===== config.mk =====
export PLATFORM = sky130hd
export DESIGN_NAME = chacha_stream_unpacker
export DESIGN_NICKNAME = d
export VERILOG_FILES = /design/src/rtl/chacha_pkg.sv /design/src/rtl/chacha_stream_unpacker.sv
export SDC_FILE = /design/constraint.sdc
export NUM_CORES = 1
export LEC_CHECK = 0
export ABC_AREA = 1
export BUFFER_PORTS_ARGS = -buffer_cell sky130_fd_sc_hd__buf_2
export CELL_PAD_IN_SITES_DETAIL_PLACEMENT = 1
export CELL_PAD_IN_SITES_GLOBAL_PLACEMENT = 1
export CORE_ASPECT_RATIO = 0.6
export CORE_MARGIN = 3
export CORE_UTILIZATION = 37
export DETAILED_ROUTE_END_ITERATION = 16
export PLACE_DENSITY_LB_ADDON = 0.08
export RECOVER_POWER = 100
export SLEW_MARGIN = 20
export SYNTH_ARGS = -nofsm -noshare
export SYNTH_HDL_FRONTEND = slang
export SYNTH_SLANG_ARGS = --single-unit

===== constraint.sdc =====
create_clock -name aclk -period 2.2 [get_ports aclk]
set_clock_uncertainty 0.05 [all_clocks]
set_input_delay 0.44 -clock aclk [delete_from_list [all_inputs] [get_ports aclk]]
set_output_delay 0.44 -clock aclk [all_outputs]
set_load 0.03 [all_outputs]

===== src/rtl/chacha_pkg.sv =====
// Shared ChaCha20 definitions: RFC8439 constants, the unpacker state type and
// the byte-order helper used by the stream engine and its width converters.
package chacha_pkg;

    localparam logic [31:0] CHACHA_C0 = 32'h61707865;
    localparam logic [31:0] CHACHA_C1 = 32'h3320646e;
    localparam logic [31:0] CHACHA_C2 = 32'h79622d32;
    localparam logic [31:0] CHACHA_C3 = 32'h6b206574;

    typedef enum logic {
        ST_EMPTY = 1'b0,
        ST_DRAIN = 1'b1
    } unpack_state_e;

    // Byte 0 sits in the MSBs; returns the LSB position of byte byte_idx in a width-bit word.
    function automatic int byte_lsb(input int byte_idx, input int width);
        return width - 8 * (byte_idx + 1);
    endfunction

endpackage


===== src/rtl/chacha_stream_unpacker.sv =====
// Serializes IN_W-bit engine blocks into OUT_W-bit beats, byte 0 first, trimming
// trailing empty beats of a TLAST block so TKEEP is exact at message end.
module chacha_stream_unpacker
    import chacha_pkg::*;
#(
    parameter int IN_W  = 512,
    parameter int OUT_W = 128
) (
    input  logic                 aclk,
    input  logic                 srst,
    input  logic                 i_tvalid,
    output logic                 i_tready,
    input  logic [IN_W-1:0]      i_tdata,
    input  logic [IN_W/8-1:0]    i_tkeep,
    input  logic                 i_tlast,
    output logic                 o_tvalid,
    input  logic                 o_tready,
    output logic [OUT_W-1:0]     o_tdata,
    output logic [OUT_W/8-1:0]   o_tkeep,
    output logic                 o_tlast
);

    localparam int RATIO = IN_W / OUT_W;
    localparam int IN_B  = IN_W / 8;
    localparam int OUT_B = OUT_W / 8;
    localparam int IDX_W = $clog2(RATIO);

    unpack_state_e     state_q;
    logic [IDX_W-1:0]  idx_q;
    logic [IDX_W-1:0]  last_idx_q;
    logic [IDX_W-1:0]  last_idx_d;
    logic [IN_W-1:0]   hold_data_q;
    logic [IN_B-1:0]   hold_keep_q;
    logic              hold_last_q;

    logic [OUT_W-1:0]  beat_data [RATIO];
    logic [OUT_B-1:0]  beat_keep [RATIO];
    logic [RATIO-1:0]  in_keep_nz;

    logic              at_last;
    logic              accept;
    logic              beat_hs;

    generate
        for (genvar gi = 0; gi < RATIO; gi++) begin : g_slice
            // Beat gi ends with byte (gi+1)*OUT_B-1, which is its lowest-addressed bit.
            localparam int DLSB = byte_lsb((gi + 1) * OUT_B - 1, IN_W);
            localparam int KLSB = IN_B - (gi + 1) * OUT_B;
            assign beat_data[gi]  = hold_data_q[DLSB +: OUT_W];
            assign beat_keep[gi]  = hold_keep_q[KLSB +: OUT_B];
            assign in_keep_nz[gi] = |i_tkeep[KLSB +: OUT_B];
        end
    endgenerate

    // Highest beat with any kept byte wins; an all-zero last block still gets beat 0.
    always_comb begin
        last_idx_d = i_tlast ? '0 : IDX_W'(RATIO - 1);
        if (i_tlast) begin
            for (int k = 0; k < RATIO; k++) begin
                if (in_keep_nz[k]) begin
                    last_idx_d = IDX_W'(k);
                end
            end
        end
    end

    assign at_last  = (idx_q == last_idx_q);
    assign i_tready = !srst && ((state_q == ST_EMPTY) || (o_tready && at_last));
    assign accept   = i_tvalid && i_tready;
    assign beat_hs  = (state_q == ST_DRAIN) && o_tready;

    assign o_tvalid = (state_q == ST_DRAIN);
    assign o_tdata  = beat_data[idx_q];
    assign o_tkeep  = beat_keep[idx_q];
    assign o_tlast  = hold_last_q && at_last;

    always_ff @(posedge aclk) begin
        if (srst) begin
            state_q     <= ST_EMPTY;
            idx_q       <= '0;
            last_idx_q  <= '0;
            hold_data_q <= '0;
            hold_keep_q <= '0;
            hold_last_q <= 1'b0;
        end else if (accept) begin
            // Covers both the idle load and the reload on the final beat of a block.
            state_q     <= ST_DRAIN;
            idx_q       <= '0;
            last_idx_q  <= last_idx_d;
            hold_data_q <= i_tdata;
            hold_keep_q <= i_tkeep;
            hold_last_q <= i_tlast;
        end else if (beat_hs) begin
            if (at_last) begin
                state_q <= ST_EMPTY;
            end else begin
                idx_q <= idx_q + 1'b1;
            end
        end
    end

endmodule


## Word level (Yosys, flattened, before mapping)

Index checks and enable logic that the tools add are counted.

- Add/subtract/negate cells: 1
- Order comparisons: 1
- Equal/unequal tests: 1
- Multiplexer cells: 15
- Bitwise operators: 3
- Reductions and logical operators: 16

Operators by type and width:

| operator | count |
|---|---|
| binary-select mux 128 bit (select 2 bit) | 1 |
| 2-to-1 mux 128 bit | 2 |
| OR reduction 16 bit | 4 |
| binary-select mux 16 bit (select 2 bit) | 1 |
| 2-to-1 mux 16 bit | 2 |
| 2-to-1 mux 2 bit | 6 |
| logical AND 1 bit | 5 |
| AND reduction 2 bit | 2 |
| nonzero test 2 bit | 2 |
| greater-or-equal comparator 3 bit (second input constant) | 1 |
| 2-to-1 mux 1 bit | 3 |
| NOT 2 -> 3 bit | 1 |
| adder 2 x 1 -> 2 bit (second input constant) | 1 |
| equality test 2 bit | 1 |
| NOT 1 bit | 2 |
| OR reduction 2 bit | 1 |
| logical NOT 1 bit | 1 |
| logical OR 1 bit | 1 |

- Register bits: 582
- Output and inout port bits: 147
- Word-level logic and storage cells: 43

## Longest topological paths before layout

Gate-level depths: netlist of the first run.

- Depth after elaboration: 7
- Mapped depth: 10
- Gate-level depth less buffers: 10

## Worst setup path after synthesis of the first run

Ideal clock, no wire load.

- Kind: reg2out
- Start point: reg idx_q[0]
- End point: out o_tkeep[7]
- Data arrival time: 1.670 ns
- Data required time: 1.710 ns
- Slack: 0.040 ns
- Cell stages (with the launch flop): 6
- Path buffers: 3
- Cell sequence: dfxtp_1 -> buf_2 -> clkbuf_1 -> clkbuf_1 -> nor2_1 -> o22ai_1

- Longest elaborated chain between the ends: 4

Ends and longest elaborated chain:

| element | RTL line | text |
|---|---|---|
| from (decl) | chacha_stream_unpacker.sv:29 | `logic [IDX_W-1:0] idx_q;` |
| from (signal assigned) | chacha_stream_unpacker.sv:97 | `idx_q <= idx_q + 1'b1;` |
| NOT 2 -> 3 bit (implied by the code) | chacha_stream_unpacker.sv:74 | `assign o_tkeep = beat_keep[idx_q];` |
| binary-select mux 16 bit (select 2 bit) | chacha_stream_unpacker.sv:74 |  |
| 2-to-1 mux 16 bit (implied by the code) (2 in a row) | chacha_stream_unpacker.sv:74 |  |
| to (decl) | chacha_stream_unpacker.sv:19 | `output logic [OUT_W/8-1:0] o_tkeep,` |

No other way between the ends. The select of a mux whose other input is x is not followed.

## Worst setup path in the final report of the first run

- Start point: reg idx_q[0]
- End point: out o_tdata[122]

- Longest elaborated chain between the ends: 4

Ends and longest elaborated chain:

| element | RTL line | text |
|---|---|---|
| NOT 2 -> 3 bit (implied by the code) | chacha_stream_unpacker.sv:73 | `assign o_tdata = beat_data[idx_q];` |
| binary-select mux 128 bit (select 2 bit) | chacha_stream_unpacker.sv:73 |  |
| 2-to-1 mux 128 bit (implied by the code) (2 in a row) | chacha_stream_unpacker.sv:73 |  |
| to (decl) | chacha_stream_unpacker.sv:18 | `output logic [OUT_W-1:0] o_tdata,` |

No other way between the ends. The select of a mux whose other input is x is not followed.

==> results by group, run 1 <==
Run status
  • Status: finished, violations left
  • Failing checks: setup timing

Setup path
  • CP Max Fanout: 20
  • Crit. End Element: output pin
  • Crit start category: flip-flop
  • Arrival time at the worst endpoint: between 2 and 2.5 ns
  • Kind of critical path: reg -> out
  • Req. time, crit path: between 1.5 and 2 ns

Synth
  • EDFF count, synth: 0
  • Post-Syn Instances: about 3500
  • Synth Register Bits: 582
  • Syn_area_per_cell: 7.16 um2
  • Dominant cell type by area after synthesis: dfxtp_1
  • Sequential area share after synthesis: a little under half
  • Main flop type after synthesis: dfxtp_1
  • Mapped cell area: between 20000 and 25000 um2
  • Synth cell types: 18
  • Syn_nets: roughly 4000
  • Yosys warns: 0
  • Ys async rst share: 0%
  • Largest cells by area after synthesis: dfxtp_1 47%, nand3_1 22%, nand2_1 8.4%
  • Area share of the largest cell type after synthesis: 46.9%

Route
  • Final ANT Viol Nets: 0
  • WL met2: 61500 um
  • Wl on met1: around 56000 um
  • Routed length on met3: approximately 9400 um
  • Top layer in use: met5
  • Vias per cell: ~5.7
  • Final wirelength: 136000 um
  • Pre-antenna DRT Iters: 6
  • Vias: 31200
  • Drt wl/cell: roughly 25 um
  • Drt drc: 0
  • Iter 0 DRT Violations: between 2000 and 3000

Floorplanning
  • Ports: about 730
  • Die width: about 340 um
  • Core Region: roughly 65000 um2
  • Initial core utilization: 38.0%
  • Die height: roughly 210 um
  • Row count: 72
  • Total Die Area: between 70000 and 80000 um2

Final layout
  • Share of cells above drive strength 1: about 27%
  • Area grow syn2layout: 56.7%
  • Nets@finish: around 5000

STA
  • RSZ-0062 raised after global routing: true
  • Count of final setup violators: 499
  • Worst-Margin Slew: about 0.94 ns
  • Fmax: approximately 0.38 GHz
  • Min Hold Slack: between 0.03 and 0.04 ns
  • Fin crit period: 2.62 ns
  • Fin crit share: 119%
  • Hold Violations, Final: 0
  • Worst slew margin: approximately 37%
  • Setup WS post-layout: -0.424 ns
  • Pins Over Slew Limit: 0

Power
  • Leak pwr: 0.0186 uW
  • VDD IR max: between 0.0005 and 0.0006 V
  • Power Total: 27700 uW
  • Power Dens Cells: around 710 nW/um2

Global route
  • First-pass GRT wire length: 188000 um
  • Largest net degree at the start of global routing: roughly 170
  • Global route overflow: 0
  • Initial antenna violation count: 32
  • All-Layer GR Usage: between 30 and 40%
  • Vias in the first global route: slightly above 30000

Clock tree
  • CTS tree: done
  • Worst-path clk slew: 0.06 ns
  • Number of CTS-inserted buffers: 57
  • Clock latency at the later pin of the worst-skew pair: between 0.6 and 0.7 ns
  • Max H-tree Level: 2
  • Clock buffer depth: 3
  • Clk root buf: clkbuf_16
  • # clock sinks: 582

Min path
  • Hold Crit Class: in -> reg

Flow run
  • Maximum capacitance violations: 0

Placed design
  • Final Wtd Congestion: roughly 0.87
  • Post-DP HPWL: approximately 76000 um
  • Buffers on Ports: roughly 730
worst paths after layout:
path         depth (start not counted)  slack, ns                          end                      start
max reg2reg                         12      -0.27  beat_data[311]$_SDFFE_PP0P_      idx_q[0]$_SDFFE_PP0P_
min reg2reg                          2       0.41    beat_data[9]$_SDFFE_PP0P_  beat_data[9]$_SDFFE_PP0P_
max                                  7      -0.42                 o_tdata[122]      idx_q[0]$_SDFFE_PP0P_
min                                  3       0.03  beat_data[479]$_SDFFE_PP0P_               i_tdata[479]
area by class of cell:
type	instances	area, um2
antenna	28	70.1
clock buffer	93	1790
clock inverter	13	97.6
fill	7965	26500
inverter	62	265
multi-input combinational	2480	12700
sequential	582	11700
tap	888	1110
timing repair buffer	1292	11200
Yosys cell counts, types with 6 or more instances:
| master | n |
|---|---|
| nand3_1 | 1109 |
| dfxtp_1 | 582 |
| nand2_1 | 553 |
| o21ai_0 | 342 |
| nor2_1 | 320 |
| clkbuf_1 | 175 |
| o22ai_1 | 144 |
| buf_2 | 115 |
| inv_1 | 59 |
| buf_1 | 52 |
| nand4_1 | 6 |
cells by family (layout without fill, tap and decap cells):
family                 count (synthesis)  in the layout  synth area share, %
other                                  0             28                    0
flip-flops                           582            582                 46.9
XOR/XNOR                               1              1               0.0352
buffers and inverters                407           1460                 6.77
AND/OR/NAND/NOR                     1989           1989                 35.7
AO/OA/AOI/OAI                        490            490                 10.6
metal layers:
| metal | vias to the layer above | track usage (%) |
|---|---|---|
| met5 | - | 0 |
| met1 | 15100 | 44.4 |
| li1 | 14000 | - |
| met4 | 14 | 20.0 |
| met2 | 1560 | 53.2 |
| met3 | 538 | 5.78 |
what timing repair did:
| action | CTS | global route |
|---|---|---|
| buffers inserted | 27 | 16 |
| resized for setup | 399 | 342 |
| pin swaps | 17 | 65 |
| hold buffers | 389 | 1 |
| cloned | 16 | 29 |
| endpoints found under the setup margin | 146 | 349 |
| endpoints found under the hold margin | 389 | 1 |
critical path, stage by stage (launching register included):
cell and delay, ns:
dfxtp_4 0.36, buf_12 0.14, inv_12 0.07, buf_4 0.20
buf_16 0.19, o21ai_0 0.12, o22ai_1 0.21, buf_4 0.21
report_power, final:
part           internal (uW)  switching [uW]  total (uW)
combinational           2320            3200        5520
clock                   5670            4520       10200
sequential             11400             628       12000
total                  19400            8360       27700
stage by stage:
stage | cells | TNS [ns] | util [%] | worst slack [ns] | area (um2)
after floorplan | 3469 | 0 | - | 0.0399 | 24900
after global placement | 4826 | 0 | 45.1 | 0.200 | 29500
after detailed placement | 4826 | 0 | 45.1 | 0.201 | 29500
after CTS | 5364 | -48.89 | 56.6 | -0.402 | 37000
after global routing | 5434 | -166.10 | 59.5 | -0.496 | 38900
final | 5438 | -82.00 | 59.5 | -0.424 | 38900
registers in the layout, indices dropped and copies added (netlist names):
register / cells
beat_data: 512
beat_keep: 64
idx_q: 2
last_idx_q: 2
hold_last_q: 1
o_tvalid: 1
cell usage in the layout (no fill, tap or decap), types with 54 or more instances in the layout:
cell and count:
buf_4 125, nand2_1 552, buf_2 580, buf_6 81, nand3_1 1109, nor2_1 231
nor2_2 56, dfxtp_1 580, o22ai_2 68, o21ai_1 104, dlygate4sd3_1 390, o21ai_2 54
o21ai_0 173, o22ai_1 73, inv_1 59, clkbuf_16 81
Note: power is estimated with default switching activity, not from simulation.
==> run 2: changes to the inputs <==
--- a/config.mk
+++ b/config.mk
@@ -9,11 +9,10 @@
 export BUFFER_PORTS_ARGS = -buffer_cell sky130_fd_sc_hd__buf_2
 export CELL_PAD_IN_SITES_DETAIL_PLACEMENT = 1
 export CELL_PAD_IN_SITES_GLOBAL_PLACEMENT = 1
-export CORE_ASPECT_RATIO = 0.6
-export CORE_MARGIN = 3
-export CORE_UTILIZATION = 37
+export CORE_AREA = 3 3 279 281
 export DETAILED_ROUTE_END_ITERATION = 16
-export PLACE_DENSITY_LB_ADDON = 0.08
+export DIE_AREA = 0 0 282 284
+export PLACE_DENSITY_LB_ADDON = 0.1
 export RECOVER_POWER = 100
 export SLEW_MARGIN = 20
 export SYNTH_ARGS = -nofsm -noshare
==> results by group, run 2 (synthesis results as in run 1) <==
Power
  • Clock share of power: 40.0% (+3.3 points)
  • Power Total: 28800 uW (+4.0%)
  • Int Power: 20400 uW (+5.2%)
  • Power Dens Cells: 747 nW/um2 (+4.9%)
  • VDD IR max: 0.000486 V (-15%)
  • Switching pwr: 8440 uW (+1.0%)
  • Sequential share of power: 41.4% (-2.0 points)
  • Leak pwr: 0.0184 uW (-0.82%)
  • Sw Ratio: 29.3% (-0.84 points)
  • Gate power share: 18.6% (-1.3 points)

Setup path
  • Worst Setup SP: idx_q[0]$_SDFFE_PP0P_
  • Kind of critical path: reg -> out
  • Crit start category: flip-flop
  • CP Max Fanout: 7 (-65%)
  • R2r startpoint: idx_q[0]$_SDFFE_PP0P_
  • Req. time, crit path: 1.71 ns (about the same)
  • CP max stage cell: dfxtp_4
  • Crit. End Element: output pin
  • Arrival time at the worst endpoint: 2.07 ns (-0.06 ns)
  • CP peak stage delay: 0.41 ns (+0.05 ns)
  • CP Cell Sequence: buf_6 -> clkbuf_16 -> clkbuf_16 -> o21ai_1 -> o22ai_2 -> buf_6

Route
  • WL met2: 61800 um (+0.44%)
  • Wl on met1: 53700 um (-3.6%)
  • Top layer in use: met5
  • Final ANT Viol Nets: 0 (unchanged)
  • Iter 0 DRT Violations: 2241 (-21%)
  • Drt wl/cell: 23.7 um (-4.8%)
  • Routed length on met3: 7530 um (-20%)
  • Pre-antenna DRT Iters: 5 (-1)
  • Final wirelength: 129000 um (-5.0%)
  • Vias: 29500 (-5.5%)
  • Drt drc: 0 (unchanged)
  • Vias per cell: 5.43 (-5.3%)

Global route
  • First-pass GRT wire length: 175000 um (-6.4%)
  • Vias in the first global route: 29100 (-5.5%)
  • Initial antenna violation count: 20 (-38%)
  • Largest net degree at the start of global routing: 148 (-12%)
  • Global route overflow: 0 (unchanged)
  • All-Layer GR Usage: 28.4% (-5.6 points)

Final layout
  • Most frequent cells in the layout: 1108 x nand3_1, 580 x dfxtp_1, 579 x buf_2
  • Commonest non-fill, non-tap cell in the layout: nand3_1
  • Layout Cells excl Fill: 5424 (-0.26%)
  • Nets@finish: 4960 (-1.9%)
  • Fillers: 9178 (+15%)
  • Share of cells above drive strength 1: 28.8% (+1.7 points)
  • Max reg flops: 512 (unchanged)
  • Area grow syn2layout: 55.4%

Floorplanning
  • Total Die Area: 80100 um2 (+14%)
  • Die height: 284 um (+37%)
  • Row count: 101 (+40%)
  • Initial core utilization: 32.8% (-5.2 points)
  • Ports: 728 (unchanged)
  • Core Region: 75700 um2 (+16%)
  • Die width: 282 um (-17%)

STA
  • Fin crit period: 2.56 ns (-0.0634 ns)
  • Min Hold Slack: 0.0291 ns (-0.00260 ns)
  • Fin crit share: 116% (-2.9 points)
  • RSZ-0062 raised after global routing: true
  • Hold Violations, Final: 0 (unchanged)
  • Worst-Margin Slew: 0.717 ns (-0.223 ns)
  • Fmax: 0.391 GHz (+2.5%)
  • Pins Over Slew Limit: 0 (unchanged)
  • Setup WS post-layout: -0.360 ns (+0.0634 ns)
  • Worst slew margin: 52.2% (+15 points)
  • Count of final setup violators: 412 (-17%)

Placed design
  • DP Cell Count: 4938 (+2.3%)
  • Buffers on Ports: 727 (unchanged)
  • Final Wtd Congestion: 0.851 (-1.8%)
  • Post-DP HPWL: 77300 um (+1.9%)
  • Placement Setup Slack: 0.142 ns (-0.0593 ns)

Flow run
  • Maximum capacitance violations: 0 (unchanged)

Clock tree
  • Clock buffer depth: 3 (unchanged)
  • Worst-path clk slew: 0.06 ns (about the same)
  • Number of CTS-inserted buffers: 69 (+21%)
  • Clock latency at the later pin of the worst-skew pair: 0.61 ns (about the same)
  • CTS tree: done
  • Max H-tree Level: 3 (+1)
  • # clock sinks: 582 (unchanged)
  • Clk root buf: clkbuf_16

Run status
  • Status: finished, violations left
  • Failing checks: setup timing

Min path
  • Hold Startpoint: i_tdata[37]
  • Hold Crit Class: in -> reg
run 2: per-stage QoR:
stage	utilization (%)	instance area (um2)	TNS [ns]
CTS	47.4	35900	-50.56
detailed placement	39.3	29800	0
floorplan	-	24900	0
global placement	39.3	29800	0
finish	51.0	38600	-56.33
global route	51.0	38600	-102.64
run 2: timing repair:
item                                   in CTS  in global routing
cloned                                     18                 41
resized for setup                         227                577
pin swaps                                  11                 91
buffers inserted                           17                 20
setup endpoints to repair                 146                249
endpoints found under the hold margin     253                  0
hold buffers                              253                  0
run 2: area by class of cell:
| class | count | area [um2] | area share [%] |
|---|---|---|---|
| Clock buffer | 104 | 2040 | 5.29 |
| Clock inverter | 15 | 179 | 0.463 |
| Tap cell | 978 | 1220 | 3.17 |
| Antenna cell | 19 | 47.5 | 0.123 |
| Sequential cell | 582 | 11700 | 30.2 |
| Timing Repair inverter | 1 | 16.3 | 0.0421 |
| Timing Repair Buffer | 1183 | 10400 | 27.0 |
| Inverter | 62 | 279 | 0.723 |
| Multi-Input combinational cell | 2480 | 12700 | 33.0 |
run 2: per-layer routing:
layer	global-route usage, %	vias to the layer above
met5	0	-
met4	13.0	4
met3	4.92	292
met2	46.8	977
met1	36.0	14400
li1	-	13800
run 2: worst paths after layout:
check        slack [ns]                          end  depth (start not counted)
max               -0.36                  o_tdata[36]                          6
min                0.03   beat_data[37]$_SDFFE_PP0P_                          3
max reg2reg       -0.17   beat_data[73]$_SDFFE_PP0P_                         11
min reg2reg        0.41  beat_data[383]$_SDFFE_PP0P_                          2
run 2: worst max-delay path: cells and delay by family (launching register included):
| kind | cells | cell delay (ns) |
|---|---|---|
| compound gates | 2 | 0.35 |
| buf+inv | 4 | 0.69 |
| flops | 1 | 0.41 |
run 2: power groups by stage:
| stage | registers (uW) | clock network, uW | logic (uW) |
|---|---|---|---|
| after floorplan | 11900 | 0 | 2410 |
| after global placement | 12100 | 0 | 4140 |
| after detailed placement | 12100 | 0 | 4170 |
| after CTS | 11900 | 11700 | 4820 |
| after global routing | 12000 | 12200 | 5720 |
| final | 11900 | 11500 | 5350 |
